[config.mk]
export PLATFORM = sky130hd
export DESIGN_NAME = run_stuff_tx
export DESIGN_NICKNAME = d
export VERILOG_FILES = /design/src/rtl/run_link_pkg.sv /design/src/rtl/run_tracker.sv /design/src/rtl/run_stuff_tx.sv
export SDC_FILE = /design/constraint.sdc
export NUM_CORES = 1
export LEC_CHECK = 0
export ABC_CLOCK_PERIOD_IN_PS = 6000
export CAP_MARGIN = 20
export CELL_PAD_IN_SITES_DETAIL_PLACEMENT = 0
export CELL_PAD_IN_SITES_GLOBAL_PLACEMENT = 1
export CORE_MARGIN = 5
export CORE_UTILIZATION = 46
export CTS_CLUSTER_SIZE = 8
export DETAILED_ROUTE_END_ITERATION = 12
export GPL_ROUTABILITY_DRIVEN = 1
export PLACE_DENSITY = 0.85
export SLEW_MARGIN = 5
export SYNTH_ARGS = -nofsm -noshare
export SYNTH_HDL_FRONTEND = slang
export SYNTH_HIERARCHICAL = 1
export SYNTH_SLANG_ARGS = --single-unit
[constraint.sdc]
create_clock -name clk -period 6 [get_ports clk]
set_input_delay 0.6 -clock clk [delete_from_list [all_inputs] [get_ports clk]]
set_output_delay 0.6 -clock clk [all_outputs]
set_load 0.02 [all_outputs]
[src/rtl/run_link_pkg.sv]
`default_nettype none
// +----------------------------------------------------------------------------+
// | run_link_pkg : shared types/constants for the run-of-four serial link       |
// | Rev 1.0                                                                     |
// +----------------------------------------------------------------------------+
package run_link_pkg;

  localparam int unsigned RUN_LEN_DFLT = 4;
  localparam int unsigned DATA_W_DFLT  = 8;

  typedef enum logic [1:0] {
    IDLE  = 2'd0,
    DATA  = 2'd1,
    GUARD = 2'd2,
    MARK  = 2'd3
  } tx_state_e;

  // Width of a counter that must hold values 0..run_len inclusive.
  function automatic int unsigned cnt_width(input int unsigned run_len);
    return $clog2(run_len + 1);
  endfunction

endpackage
`default_nettype wire

[src/rtl/run_tracker.sv]
`default_nettype none
// +----------------------------------------------------------------------------+
// | run_tracker : last emitted bit, saturating run count and stuff-needed test  |
// | Rev 1.0                                                                     |
// +----------------------------------------------------------------------------+
module run_tracker
  import run_link_pkg::*;
#(
  parameter int unsigned RUN_LEN = RUN_LEN_DFLT,
  parameter int unsigned CNT_W   = cnt_width(RUN_LEN)
) (
  input  logic clk,
  input  logic aclr,
  input  logic bit_in,
  input  logic cand,
  output logic last,
  output logic stuff_needed
);

  logic             last_d, last_q;
  logic [CNT_W-1:0] cnt_d, cnt_q;

  always_comb begin
    last_d = bit_in;
    cnt_d  = CNT_W'(1);
    if (bit_in == last_q) begin
      cnt_d = (cnt_q == CNT_W'(RUN_LEN)) ? cnt_q : cnt_q + 1'b1;
    end
  end

  always_ff @(posedge clk or negedge aclr) begin
    if (!aclr) begin
      last_q <= 1'b0;
      cnt_q  <= '0;
    end else begin
      last_q <= last_d;
      cnt_q  <= cnt_d;
    end
  end

  assign last         = last_q;
  assign stuff_needed = (cnt_q == CNT_W'(RUN_LEN - 1)) && (cand == last_q);

endmodule
`default_nettype wire

[src/rtl/run_stuff_tx.sv]
`default_nettype none
// +----------------------------------------------------------------------------+
// | run_stuff_tx : bit-stuffing serial transmitter with RUN_LEN framing markers |
// | Rev 1.0                                                                     |
// +----------------------------------------------------------------------------+
module run_stuff_tx
  import run_link_pkg::*;
#(
  parameter int unsigned DATA_W  = DATA_W_DFLT,
  parameter int unsigned RUN_LEN = RUN_LEN_DFLT
) (
  input  logic              clk,
  input  logic              aclr,
  input  logic              valid,
  input  logic              mark,
  input  logic              mark_val,
  input  logic [DATA_W-1:0] data,
  output logic              ready,
  output logic              w,
  output logic              stuffed,
  output logic              done
);

  localparam int unsigned IDX_W  = (DATA_W > 1) ? $clog2(DATA_W) : 1;
  localparam int unsigned MCNT_W = cnt_width(RUN_LEN);

  tx_state_e          state_d, state_q;
  logic [DATA_W-1:0]  shift_d, shift_q;
  logic [IDX_W-1:0]   idx_d, idx_q;
  logic [MCNT_W-1:0]  mcnt_d, mcnt_q;
  logic               mval_d, mval_q;
  logic               w_d, w_q;
  logic               stuffed_d, stuffed_q;
  logic               done_d, done_q;

  logic               last;
  logic               stuff_needed;
  logic               emit_data;
  logic [DATA_W-1:0]  word_src;
  logic [IDX_W-1:0]   idx_src;

  // On the accept edge the word comes straight from the input port.
  assign word_src = (state_q == IDLE) ? data : shift_q;
  assign idx_src  = (state_q == IDLE) ? '0 : idx_q;

  run_tracker #(
    .RUN_LEN (RUN_LEN)
  ) u_tracker (
    .clk          (clk),
    .aclr         (aclr),
    .bit_in       (w_d),
    .cand         (word_src[0]),
    .last         (last),
    .stuff_needed (stuff_needed)
  );

  always_comb begin
    state_d   = state_q;
    shift_d   = shift_q;
    idx_d     = idx_q;
    mcnt_d    = mcnt_q;
    mval_d    = mval_q;
    w_d       = ~last;
    stuffed_d = 1'b0;
    done_d    = 1'b0;
    emit_data = 1'b0;

    case (state_q)
      IDLE: begin
        if (valid) begin
          if (mark) begin
            mval_d = mark_val;
            if (last == mark_val) begin
              w_d     = ~mark_val;
              state_d = GUARD;
            end else begin
              w_d     = mark_val;
              mcnt_d  = MCNT_W'(1);
              state_d = MARK;
            end
          end else begin
            emit_data = 1'b1;
          end
        end
      end
      DATA:  emit_data = 1'b1;
      GUARD: begin
        w_d     = mval_q;
        mcnt_d  = MCNT_W'(1);
        state_d = MARK;
      end
      MARK: begin
        w_d    = mval_q;
        mcnt_d = mcnt_q + 1'b1;
        if (mcnt_q == MCNT_W'(RUN_LEN - 1)) begin
          done_d  = 1'b1;
          state_d = IDLE;
        end
      end
      default: state_d = IDLE;
    endcase

    // Shared data-bit path for the accept edge and the DATA state.
    if (emit_data) begin
      if (stuff_needed) begin
        w_d       = ~last;
        stuffed_d = 1'b1;
        shift_d   = word_src;
        idx_d     = idx_src;
        state_d   = DATA;
      end else begin
        w_d     = word_src[0];
        shift_d = word_src >> 1;
        idx_d   = idx_src + 1'b1;
        if (idx_src == IDX_W'(DATA_W - 1)) begin
          done_d  = 1'b1;
          state_d = IDLE;
        end else begin
          state_d = DATA;
        end
      end
    end
  end

  always_ff @(posedge clk or negedge aclr) begin
    if (!aclr) begin
      state_q   <= IDLE;
      shift_q   <= '0;
      idx_q     <= '0;
      mcnt_q    <= '0;
      mval_q    <= 1'b0;
      w_q       <= 1'b0;
      stuffed_q <= 1'b0;
      done_q    <= 1'b0;
    end else begin
      state_q   <= state_d;
      shift_q   <= shift_d;
      idx_q     <= idx_d;
      mcnt_q    <= mcnt_d;
      mval_q    <= mval_d;
      w_q       <= w_d;
      stuffed_q <= stuffed_d;
      done_q    <= done_d;
    end
  end

  assign ready   = (state_q == IDLE);
  assign w       = w_q;
  assign stuffed = stuffed_q;
  assign done    = done_q;

endmodule
`default_nettype wire

==> metrics, run 1 <==
status=finished, final reports clean; WP buf/inv=1; Worst-Skew Late Latency=0.31 ns; Num Clock Sinks=24; NetSw=~310 uW; initial antenna violation count=0; Worst Hold Path Cells=1; critical-path maximum fanout=17; FF+latch count, synth=24; PwrDens=between 500 and 600 nW/um2; largest net degree at the start of global routing=25; Hold Vio Cnt, Final=0; Post-CTS Resized=0; Die W=roughly 64 um; period utilisation layout=53.06%; Place WS=approximately 2.8 ns; drt total wl=2449 um; # DRC=0; Hold Buf Count CTS=0; Post-synth top cells=24 x dfrtp_1, 9 x o22ai_1, 8 x inv_1, 8 x mux2_2, 8 x nand2_1; I/O pins=17; Die Ht=roughly 64 um; Initial Utilization=roughly 48%; slew margin rel.=a little under two fifths; CP max-delay cell=dfrtp_1; gr usage total=12.67%; MaxCap Viol Count=0; Slew Viols, Final=0; worst hold slack=between 0.5 and 0.6 ns; CTS Buffer Depth=2; Crit path max-delay family=simple AND/OR/NAND/NOR gates; Max VDD drop=314.3 uV; GPL Wtd Cong=between 0.7 and 0.8; Synth area leader=dfrtp_1; Port Buffers=16; RR Startpoint=state_q[1]$_DFFE_PN0P_; Post-CTS Setup Inserts=0; crit-path max cell delay=between 0.5 and 0.6 ns; share of total power in the clock network=10.5%; Mapped Area=roughly 1300 um2; Clock transition at path regs=0.13 ns; initial drt markers=29; P_int=477.7 uW; Startpoint Class=flip-flop; Sw Ratio=roughly two fifths; syn avg cell area=between 10 and 15 um2; syn_nets=between 100 and 150; sequential power share=a little over a third; critical setup path kind=flip-flop to flip-flop; DRT antenna net count=0; EDFF count, synth=0; Clk Tree Root Cell=clkbuf_4; Seq/Total Area, Yosys=44.90%; worst hold path endpoint=mcnt_q[1]$_DFFE_PN0P_; Hold Crit Start=mcnt_q[1]$_DFFE_PN0P_; hold crit path type=flip-flop to flip-flop; die area=about 4000 um2; worst reg2reg path endpoint=u_tracker/cnt_q[0]$_DFFE_PN0P_; Final Critical Period=3.184 ns; FFs w/ async S/R, synth=between 90% and 100%; final number of setup-violating endpoints=0; first-pass GRT wire length=~4200 um; fin worst setup slack=approximately 2.8 ns; Main synth FF type=dfrtp_1; Post-Syn Instances=between 100 and 150; Worst EP arrival=roughly 3.4 ns; drt wl/cell=around 14 um; Clock Skew=approximately 0.0085 ns; worst reg2reg path depth=10; Netlist cell types=36; antenna cells=0; # nets final=160; TritonCTS buffer count=3; area share of the largest cell type after synthesis=44.90%; critical-path cell list=or2_1 -> inv_4 -> mux2_4 -> xnor2_1 -> and2_1 -> a21oi_1 -> mux2i_1 -> o21ai_1 -> xor2_1 -> o21bai_1; combinational power share=between 50% and 60%; vias in the first global route=966; First-pass DRT Iterations=4; layout cells sized above 1=13.67%; TNS Setup=0 ns; total congestion overflow=0; DP HPWL=roughly 1800 um; top post-synthesis cells by area=dfrtp_1 45%, mux2_2 6.7%, ha_1 6.5%, a2bb2oi_1 4.6%, o22ai_1 4.2%; Peak Freq=between 0.3 and 0.4 GHz; Crit. path cell count=10; R2R Setup Slk=~2.8 ns; area delta synth->final=14.41%; TritonCTS clock tree=yes; Vias/cell=5.741; RSZ-0062 raised after global routing=false; Required @ worst endpoint=between 6 and 7 ns; htree depth=1; most instantiated library cell after synthesis=dfrtp_1; Core ar.=roughly 2800 um2; fillers=around 250; worst slew pin tran=roughly 0.93 ns; row count=19; via count=976; critical path endpoint category=flip-flop; Leak=about 0.68 nW; YS warnings=6
-- worst max path at each step --
stage,slack [ns],startpoint,endpoint
after global placement,2.97,state_q[1]$_DFFE_PN0P_,u_tracker/cnt_q[0]$_DFFE_PN0P_
after floorplan,3.30,state_q[0]$_DFFE_PN0P_,u_tracker/cnt_q[0]$_DFFE_PN0P_
final,2.82,state_q[1]$_DFFE_PN0P_,u_tracker/cnt_q[0]$_DFFE_PN0P_
after CTS,2.80,state_q[1]$_DFFE_PN0P_,u_tracker/cnt_q[0]$_DFFE_PN0P_
after global routing,2.56,state_q[1]$_DFFE_PN0P_,u_tracker/cnt_q[0]$_DFFE_PN0P_
after detailed placement,2.84,state_q[1]$_DFFE_PN0P_,u_tracker/cnt_q[0]$_DFFE_PN0P_
-- flip-flops by register name, indices dropped and copies added, names as in the netlist --
| signal | cells |
|---|---|
| done | 1 |
| u_tracker/cnt_q | 3 |
| shift_q | 8 |
| mcnt_q | 3 |
| idx_q | 3 |
| u_tracker/last | 1 |
| mval_q | 1 |
| state_q | 2 |
| w | 1 |
| stuffed | 1 |
-- layer usage --
layer  global-route usage (%)  part of all wire [%]  up-vias
li1                         -                     -      484
met1                    15.78                    46      475
met2                    21.23                    50       12
met3                    2.452                   2.6        5
met4                    5.455                   1.7        0
met5                        0                     0        -
-- stage by stage --
step	area, um2	util (%)	std cells	total power [mW]
6_report	1530	55.02	170	0.7900
5_1_grt	1530	55.02	170	0.8651
3_3_place_gp	1479	53.17	165	0.6989
2_1_floorplan	1338	-	126	0.6382
3_5_place_dp	1479	53.17	165	0.7128
4_1_cts	1515	54.48	169	0.7995
-- power groups by stage --
stage | logic [mW] | clock network, mW | registers (mW)
finish | 0.419 | 0.0831 | 0.288
global route | 0.471 | 0.0949 | 0.299
CTS | 0.423 | 0.0886 | 0.288
detailed placement | 0.421 | 0 | 0.292
global placement | 0.409 | 0 | 0.290
floorplan | 0.361 | 0 | 0.277
-- area by class of cell --
class                      count  area [um2]  area share [%]
tap                           31       38.79           2.535
multi-input combinational     85       643.1           42.03
sequential                    24       600.6           39.25
clock buffer                   4       36.28           2.371
inverter                       9       36.28           2.371
timing repair buffer          17       175.2           11.45
-- placed cells by master, fill, tap and decap left out --
master / netlist / layout
inv_1: 8 / 8
nand2b_1: 1 / 1
o21ai_1: 1 / 1
a32o_1: 2 / 2
a21oi_2: 1 / 1
and2_1: 4 / 4
a21bo_2: 1 / 1
nand4_1: 1 / 1
xor2_1: 2 / 2
clkbuf_4: 0 / 3
a211oi_1: 1 / 1
a21oi_1: 7 / 7
nand3_1: 3 / 3
mux2i_1: 1 / 1
or2_1: 1 / 1
mux2_2: 8 / 8
mux2_4: 1 / 1
clkdlybuf4s50_1: 0 / 16
buf_8: 0 / 1
inv_4: 1 / 1
a2bb2oi_1: 7 / 7
o2bb2ai_1: 1 / 1
clkbuf_8: 0 / 1
a21boi_0: 1 / 1
dfrtp_1: 24 / 24
and3b_1: 1 / 1
a22o_1: 3 / 3
xnor2_1: 1 / 1
ha_1: 7 / 7
nand2_1: 8 / 8
o22ai_1: 9 / 9
nand2b_2: 1 / 1
o21ai_0: 1 / 1
nor2_1: 7 / 7
o21bai_1: 1 / 1
a21o_1: 1 / 1
a221oi_2: 1 / 1
-- cells by family after synthesis --
| logic type | share of synthesized area, % |
|---|---|
| AOI/OAI and AO/OA | 21.05 |
| and+or+nand+nor | 9.917 |
| DFF | 44.90 |
| buffers and inverters | 7.016 |
| muxes | 8.606 |
| adders and majority gates | 6.548 |
| xor gates and xnor gates | 1.965 |
No activity file was read; power rests on OpenSTA's default activity.
==> run 2: changes to the inputs <==
--- a/config.mk
+++ b/config.mk
@@ -5,16 +5,16 @@
 export SDC_FILE = /design/constraint.sdc
 export NUM_CORES = 1
 export LEC_CHECK = 0
-export ABC_CLOCK_PERIOD_IN_PS = 6000
+export ABC_CLOCK_PERIOD_IN_PS = 2630
 export CAP_MARGIN = 20
 export CELL_PAD_IN_SITES_DETAIL_PLACEMENT = 0
 export CELL_PAD_IN_SITES_GLOBAL_PLACEMENT = 1
 export CORE_MARGIN = 5
-export CORE_UTILIZATION = 46
+export CORE_UTILIZATION = 38
 export CTS_CLUSTER_SIZE = 8
 export DETAILED_ROUTE_END_ITERATION = 12
 export GPL_ROUTABILITY_DRIVEN = 1
-export PLACE_DENSITY = 0.85
+export PLACE_DENSITY = 0.76
 export SLEW_MARGIN = 5
 export SYNTH_ARGS = -nofsm -noshare
 export SYNTH_HDL_FRONTEND = slang
==> constraint.sdc (replaced) <==
create_clock -name clk -period 2.63 [get_ports clk]
set_input_delay 0.263 -clock clk [delete_from_list [all_inputs] [get_ports clk]]
set_output_delay 0.263 -clock clk [all_outputs]
set_load 0.02 [all_outputs]
==> metrics, run 2 (same netlist as run 1, synthesis figures left out) <==
status=finished, final reports clean; drt total wl=2543 um (+3.8%); Clock transition at path regs=0.14 ns (about the same); Port Buffers=16 (unchanged); critical-path maximum fanout=15 (-2); period utilisation layout=87.82% (+35 points); Initial Utilization=39.77% (-8.3 points); Clk Tree Root Cell=clkbuf_4; Core ar.=3363 um2 (+21%); P_int=1.148 mW (+140%); TNS Setup=0 ns (unchanged); total congestion overflow=0 (unchanged); Hold Vio Cnt, Final=0 (unchanged); initial antenna violation count=0 (unchanged); Post-CTS Setup Inserts=0 (unchanged); Max VDD drop=601.9 uV (+92%); GPL Wtd Cong=0.7717 (+6.9%); first-pass GRT wire length=4609 um (+8.8%); Sw Ratio=38.93% (-0.61 points); Hold Buf Count CTS=0 (unchanged); slew margin rel.=77.02% (+39 points); htree depth=1 (unchanged); Startpoint Class=flip-flop; worst slew pin tran=0.3447 ns (-0.5877 ns); Die Ht=69.33 um (+8.5%); critical setup path kind=flip-flop to flip-flop; vias in the first global route=1,032 (+6.8%); fillers=362 (+43%); TritonCTS clock tree=yes; drt wl/cell=13.31 um (-7.6%); share of total power in the clock network=10.2% (-0.3 points); # DRC=0 (unchanged); Num Clock Sinks=24 (unchanged); max FFs per register=8 (unchanged); PwrDens=1180 nW/um2 (+130%); hold crit path type=primary input to async pin; largest register by flop count=shift_q; Final Critical Period=2.310 ns (-0.8742 ns); total power draw=1.880 mW (+140%); Required @ worst endpoint=2.83 ns (-3.41 ns); sequential power share=33.3% (-3.2 points); RSZ-0062 raised after global routing=false; via count=999 (+2.4%); Peak Freq=0.4330 GHz (+38%); Worst-Skew Late Latency=0.32 ns (about the same); CTS Buffer Depth=2 (unchanged); Slew Viols, Final=0 (unchanged); MaxCap Viol Count=0 (unchanged); initial drt markers=55 (+90%); antenna cells=0 (unchanged); Vias/cell=5.230 (-8.9%); I/O pins=17 (unchanged); area delta synth->final=19.08%; Worst EP arrival=2.51 ns (-0.91 ns); largest net degree at the start of global routing=25 (unchanged); NetSw=731.7 uW (+130%); DRT antenna net count=0 (unchanged); die area=4807 um2 (+18%); Post-CTS Resized=0 (unchanged); # nets final=166 (+3.8%); worst reg2reg path depth=9 (-1); commonest non-fill, non-tap cells in the layout=24 x dfrtp_1, 16 x clkdlybuf4s50_1, 9 x o22ai_1; Die W=69.33 um (+8.5%); combinational power share=56.5% (+3.5 points); TritonCTS buffer count=3 (unchanged); Leak=0.7068 nW (+3.9%); DP HPWL=1924 um (+5.8%); First-pass DRT Iterations=4 (unchanged); critical path endpoint category=flip-flop; gr usage total=11.30% (-1.4 points); commonest non-fill, non-tap cell in the layout=dfrtp_1; row count=21 (+2); layout cells sized above 1=17.93% (+4.3 points); Clock Skew=0.01613 ns (+0.007584 ns); final number of setup-violating endpoints=0 (unchanged)
[run 2: cell count changes in the layout (fill, tap and decap cells not counted), sizes merged]
cell | before | now
buf | 1 | 7
[run 2: power groups by stage]
stage / clock network, mW / registers [mW] / logic [mW]
after floorplan: 0 / 0.633 / 0.834
after global placement: 0 / 0.629 / 1.04
after detailed placement: 0 / 0.639 / 1.07
after CTS: 0.205 / 0.629 / 1.07
after global routing: 0.218 / 0.651 / 1.19
final: 0.192 / 0.625 / 1.06
[run 2: cell type report]
type	count	area, um2	share of cell area [%]
multi-input combinational	85	646.9	40.61
inverter	9	38.79	2.435
timing repair buffer	23	212.7	13.35
sequential	24	600.6	37.71
clock buffer	4	36.28	2.278
tap	46	57.56	3.614
[run 2: path summary, 6_finish.rpt]
kind	startpoint	to	slack, ns
worst min-delay path	aclr	mcnt_q[2]$_DFFE_PN0P_	0.28
worst max-delay path	state_q[1]$_DFFE_PN0P_	shift_q[3]$_DFFE_PN0P_	0.32
max in group asynchronous	aclr	shift_q[3]$_DFFE_PN0P_	2.09
worst max register to register	state_q[1]$_DFFE_PN0P_	shift_q[3]$_DFFE_PN0P_	0.32
min in group clk	idx_q[2]$_DFFE_PN0P_	idx_q[2]$_DFFE_PN0P_	0.51
worst min register to register	idx_q[2]$_DFFE_PN0P_	idx_q[2]$_DFFE_PN0P_	0.51
[run 2: routing by layer]
layer | global-route usage (%) | wire length [um] | up-vias
li1 | - | - | 493
met1 | 13.72 | 1136 | 495
met2 | 19.81 | 1315 | 9
met3 | 3.913 | 76 | 2
met4 | 1.302 | 14 | 0
met5 | 0 | 0 | -
[run 2: critical path, stage by stage (launching register included)]
cell and delay [ns]:
dfrtp_1 0.39, or2_1 0.29, inv_6 0.09, mux2_4 0.31, xnor2_1 0.13, and2_1 0.17
buf_4 0.23, mux2_2 0.35, o22ai_1 0.14, a2bb2oi_1 0.09
[run 2: through the flow]
step           utilization, %  setup slack, ns  std cells  instance area [um2]  hold slack (ns)
6_report                47.36           0.3204        191                 1593           0.2831
5_1_grt                 47.36           0.1476        191                 1593           0.3032
4_1_cts                 47.36           0.2972        191                 1593           0.2855
3_5_place_dp            46.28           0.3530        187                 1556           0.4776
3_3_place_gp            46.28           0.3951        187                 1556           0.4707
2_1_floorplan               -        0.0003717        126                 1346         -0.03259
